File: src/rtl/pc_fetch_sequencer.sv
// Fetch controller: issues one imem request at a time from the PC, steers the PC
// register (PC+4 or redirect) and hands fetched words to decode via valid/ready.
module pc_fetch_sequencer #(
    parameter logic [31:0] RESET_PC = 32'h0040_0000,
    parameter int unsigned MAX_WAIT = 15
) (
    input  logic        clk,
    input  logic        rst,
    input  logic [31:0] pc_i,
    output logic        pc_en_o,
    output logic [31:0] pc_next_o,
    output logic        imem_req_o,
    output logic [31:0] imem_addr_o,
    input  logic        imem_ack_i,
    input  logic [31:0] imem_rdata_i,
    output logic        instr_valid_o,
    output logic [31:0] instr_o,
    output logic [31:0] instr_pc_o,
    input  logic        decode_ready_i,
    input  logic        stall_i,
    input  logic        branch_taken_i,
    input  logic [31:0] branch_target_i,
    input  logic        jump_i,
    input  logic [31:0] jump_target_i,
    output logic        fetch_fault_o
);

    if (RESET_PC[1:0] != 2'b00 || MAX_WAIT < 1 || MAX_WAIT > 255) begin : g_param_check
        $error("pc_fetch_sequencer: misaligned RESET_PC or MAX_WAIT outside 1..255");
    end

    typedef enum logic [1:0] {IDLE, REQ, HOLD, FAULT} state_t;

    state_t      state_q, state_d;
    logic        req_q, req_d;
    logic [31:0] addr_q, addr_d;
    logic        valid_q, valid_d;
    logic [31:0] instr_q, instr_d;
    logic [31:0] ipc_q, ipc_d;
    logic        fault_q, fault_d;
    logic        drop_q, drop_d;
    logic [7:0]  cnt_q, cnt_d;

    logic        redirect;
    logic [31:0] redir_target;
    logic [31:0] entry_addr;
    logic        refetch;

    always_comb begin
        redirect     = !rst && (jump_i || branch_taken_i) && (state_q != FAULT);
        redir_target = jump_i ? jump_target_i : branch_target_i;
        // The PC register only takes a redirect at this edge, so a fetch entered
        // in the same cycle must use the target rather than the stale pc_i.
        entry_addr   = redirect ? redir_target : pc_i;
        refetch      = 1'b0;

        state_d   = state_q;
        req_d     = req_q;
        addr_d    = addr_q;
        valid_d   = valid_q;
        instr_d   = instr_q;
        ipc_d     = ipc_q;
        fault_d   = fault_q;
        drop_d    = drop_q;
        cnt_d     = cnt_q;
        pc_en_o   = 1'b0;
        pc_next_o = '0;

        if (redirect) begin
            pc_en_o   = 1'b1;
            pc_next_o = redir_target;
        end

        case (state_q)
            IDLE: refetch = 1'b1;
            REQ: begin
                if (imem_ack_i) begin
                    if (drop_q) begin
                        drop_d  = 1'b0;
                        refetch = 1'b1;
                    end else if (redirect) begin
                        refetch = 1'b1;
                    end else begin
                        instr_d   = imem_rdata_i;
                        ipc_d     = addr_q;
                        valid_d   = 1'b1;
                        req_d     = 1'b0;
                        pc_en_o   = 1'b1;
                        pc_next_o = addr_q + 32'd4;
                        state_d   = HOLD;
                    end
                end else if (cnt_q == 8'(MAX_WAIT - 1)) begin
                    state_d = FAULT;
                    req_d   = 1'b0;
                    valid_d = 1'b0;
                    fault_d = 1'b1;
                end else begin
                    cnt_d = cnt_q + 8'd1;
                    if (redirect) begin
                        drop_d = 1'b1;
                    end
                end
            end
            HOLD: begin
                if (redirect || decode_ready_i) begin
                    valid_d = 1'b0;
                    refetch = 1'b1;
                end
            end
            default: ;
        endcase

        if (refetch) begin
            if (stall_i) begin
                state_d = IDLE;
                req_d   = 1'b0;
            end else if (entry_addr[1:0] != 2'b00) begin
                state_d = FAULT;
                req_d   = 1'b0;
                valid_d = 1'b0;
                fault_d = 1'b1;
            end else begin
                state_d = REQ;
                req_d   = 1'b1;
                addr_d  = entry_addr;
                cnt_d   = '0;
            end
        end
    end

    always_ff @(posedge clk) begin
        if (rst) begin
            state_q <= IDLE;
            req_q   <= 1'b0;
            addr_q  <= '0;
            valid_q <= 1'b0;
            instr_q <= '0;
            ipc_q   <= '0;
            fault_q <= 1'b0;
            drop_q  <= 1'b0;
            cnt_q   <= '0;
        end else begin
            state_q <= state_d;
            req_q   <= req_d;
            addr_q  <= addr_d;
            valid_q <= valid_d;
            instr_q <= instr_d;
            ipc_q   <= ipc_d;
            fault_q <= fault_d;
            drop_q  <= drop_d;
            cnt_q   <= cnt_d;
        end
    end

    assign imem_req_o    = req_q;
    assign imem_addr_o   = addr_q;
    assign instr_valid_o = valid_q;
    assign instr_o       = instr_q;
    assign instr_pc_o    = ipc_q;
    assign fetch_fault_o = fault_q;

endmodule

File: config.mk
export PLATFORM = sky130hd
export DESIGN_NAME = pc_fetch_sequencer
export DESIGN_NICKNAME = d
export VERILOG_FILES = /design/src/rtl/pc_fetch_sequencer.sv
export SDC_FILE = /design/constraint.sdc
export NUM_CORES = 1
export LEC_CHECK = 0
export CORE_ASPECT_RATIO = 2
export CORE_MARGIN = 4
export CORE_UTILIZATION = 33
export CTS_CLUSTER_DIAMETER = 100
export DETAILED_ROUTE_END_ITERATION = 16
export HOLD_SLACK_MARGIN = 0.05
export PLACE_DENSITY = 0.67
export SETUP_SLACK_MARGIN = 0.02
export SLEW_MARGIN = 5
export SYNTH_ARGS = -nofsm -noshare
export SYNTH_HDL_FRONTEND = slang
export SYNTH_SLANG_ARGS = --single-unit
File: constraint.sdc
create_clock -name clk -period 5.73 [get_ports clk]
set_clock_uncertainty 0.1 [all_clocks]
set_input_delay 0.8595 -clock clk [delete_from_list [all_inputs] [get_ports clk]]
set_output_delay 0.8595 -clock clk [all_outputs]
set_load 0.01 [all_outputs]
==> results.md <==
* Fmax at 229 MHz
* Crit end category: primary output
* Mux contribution to synthesized area at 11.2%
* Max cap viols at 0
* Post-Synth Adder-Cell Area at between 1.5 and 2%
* Synth Area in XOR/XNOR at between 5 and 6%
* # IOs at 267
* Filler cells at roughly 1600
* Leakage at 2.98 nW
* Gp weighted congestion at 0.833
* Min Hold Slack at roughly 350 ps
* Number of gates resized after cts at 0
* Post-DP HPWL at 16.1 mm
* Critical path required time at approximately 4800 ps
* Hold Path Origin: instr_pc_o[31]
* Peak VDD IR at 0.130 mV
* I/O Buffers at 266
* Synth top area cells: dfxtp_1 40%, mux2i_1 11%, nand2_1 10%
* Fraction of registers with async set/reset at 0%
* Hold-fix buffers, CTS at 0
* Hold Path End: instr_pc_o[31]
* Hold Path Class: reg2reg
* Top cell type's share of synthesized area at 39.8%
* Setup ws final at around 1400 ps
* Crit path DAT at around 3400 ps
* CTS Root Cell: clkbuf_16
* FP Rows at 66
* Relative slew slack at roughly a quarter
* Slowest cell delay on critical path at 820 ps
* H-tree depth at 3
* Ratio of cells with drive above 1 in the final layout at roughly 4.4%
* Syn_nets at about 840
* Largest net degree at the start of global routing at about 110
* Gate Count Post-Synth at 700
* Yosys Warn Count at 0
* R2r setup slk at 2660 ps
* NumNets Final at ~1100
* Outcome: finished clean
* Critical path launch point type: input port
* Kind of critical path: in2out
* Synth Area per Inst at a little under 8 sq um
* Commonest cells post-synth: 147 x nand2_1, 110 x dfxtp_1, 67 x a21oi_1, 63 x o21ai_0, 62 x mux2i_1
* Final core utilization at between 50% and 60%
* Complex-gate fraction of the synthesized area at 17.9%
* Initial antenna violation count at 0
* Clock Pin Slew Worst Setup and Hold Paths at 80 ps
* Remaining antenna violation count at 0
* GRT Residual Overflow at 0
* Vias in the first global route at about 6000
* Max clock buf depth at 2
* Count leader, synth: nand2_1
* Die width at 99.5 um
* Share of the yosys chip area belonging to registers at 39.8%
* Mapped cell area at 5530 sq um
* Worst slew pin tran at 1140 ps
* EDFF count, synth at 0
* Final Cycle Share at approximately three quarters
* Top FF cell, synth: dfxtp_1
* Simple-gate portion of the synthesized area at 19.4%
* WL/cell at 18.6 um
* Critical R2R Capture: cnt_q[6]
* Yosys cell types at 43
* Crit path max fanout at 20
* Power Density at ~230 nW/um^2
* Endpoints failing setup at 0
* RSZ-0062 raised after global routing: no
* Core area at between 15000 and 20000 sq um
* R2R depth at 8
* Slew Viols, Final at 0
* Antenna diodes at 0
* Cell mode on critical path: clkdlybuf4s50_1
* DR vias/cell at 5.12
* Largest area contributor in the netlist: dfxtp_1
* Flops & latches, synth at 110
* Final WL at approximately 21 mm
* DRT Pass-1 Iters at 4
* Largest family of logic cells by synthesized area: simple AND/OR/NAND/NOR gates
* Area delta synth->final at 57.0%
* Final min period at 4370 ps
* Vias at 5886
* TNS Setup at 0 ps
* Setup bufs post-CTS at 0
* Post-place setup slack at 1320 ps
* Hold Path Depth at 2
* GR Util All Layers at 21.9%
* First-pass GRT wire length at around 33 mm
* Final hold violation count at 0
* Iter 0 DRT Violations at 208
* DRC at 0
* Crit-path cells: clkdlybuf4s50_1 > nor2_2 > buf_4 > nor2_1 > nor3_2 > nand2_1 > o21ai_0 > clkdlybuf4s50_1
* Die area at 19000 sq um
* CTS tree: yes
* CP max stage cell: nor3_2
* Reg2Reg Launch Point: state_q[0]
* Starting density of the core at 33.8%
* Seq. cell area at 2200 sq um
* Die Y at roughly 190 um
* CTS Buf Count at 9
* Clk sinks at 110
* Area of the multi-input gates at 3100 sq um
* Clk_lat worst skew at 350 ps
-- state kept, by name (all words and copies together), names as in the netlist --
| name | flops |
|---|---|
| cnt_q | 8 |
| drop_q | 1 |
| fetch_fault_o | 1 |
| imem_addr_o | 32 |
| imem_req_o | 1 |
| instr_o | 32 |
| instr_pc_o | 32 |
| instr_valid_o | 1 |
| state_q | 2 |
-- area by class of cell --
class                      instances  area share, %
clock buffer                       9           2.59
clock inverter                     7           1.15
inverter                          10          0.432
multi-input combinational        530           35.7
sequential                       110           25.4
tap                              204           2.94
timing repair buffer             280           31.8
-- report_power, final --
part	switching [mW]	internal (mW)	leakage [nW]
sequential	0.0342	0.796	0.889
combinational	0.232	0.247	1.94
clock	0.317	0.354	0.158
total	0.583	1.40	2.98
-- per-layer routing --
metal / vias to the layer above / global-route usage, % / wire length [um]
met3: 32 / 3.14 / 971
met5: - / 0 / 0
met4: 0 / 7.52 / 651
li1: 2900 / - / -
met2: 210 / 42.4 / 12100
met1: 2744 / 23.7 / 7730
-- cell usage in the layout (no fill, tap or decap), types with 3 or more instances in the layout --
cell,instances
nand4_1,12
or2_2,3
xnor2_1,11
nor3_1,3
clkdlybuf4s50_1,264
nand2_1,147
xor2_1,23
clkbuf_16,9
ha_1,7
nor2b_1,3
a211oi_1,3
o22ai_1,29
and2_1,5
nor2_1,49
a21oi_1,67
inv_1,10
buf_4,15
o21ai_0,63
dfxtp_1,110
nand3_1,13
and3_1,3
mux2i_1,62
-- metrics by stage --
| step | cells | cell area [sq um] | total power [mW] |
|---|---|---|---|
| after global placement | 1134 | 8360 | 1.33 |
| after detailed placement | 1134 | 8360 | 1.33 |
| after CTS | 1150 | 8680 | 2.00 |
| final | 1150 | 8680 | 1.98 |
| after global routing | 1150 | 8680 | 2.07 |
| after floorplan | 700 | 5530 | 1.07 |
-- cells by family after synthesis --
family          Yosys count
flops                   110
compound gates          176
buf+inv                  60
xor+xnor                 34
mux                      62
fa+ha+maj                 7
simple gates            251
-- worst max path at each step --
stage	startpoint	endpoint	slack, ps	cells after the start
after floorplan	jump_i	pc_en_o	2360	7
after global placement	branch_taken_i	pc_next_o[1]	1360	8
after detailed placement	branch_taken_i	pc_next_o[0]	1320	8
after CTS	branch_taken_i	pc_next_o[0]	1310	8
after global routing	branch_taken_i	pc_next_o[0]	1170	8
final	branch_taken_i	pc_next_o[0]	1360	8
-- critical path: cells and delay by family --
kind            cells  cell delay (ps)
simple gates        4             1180
buf+inv             3             1250
compound gates      1              110
Power figures use the tool's default switching activity.
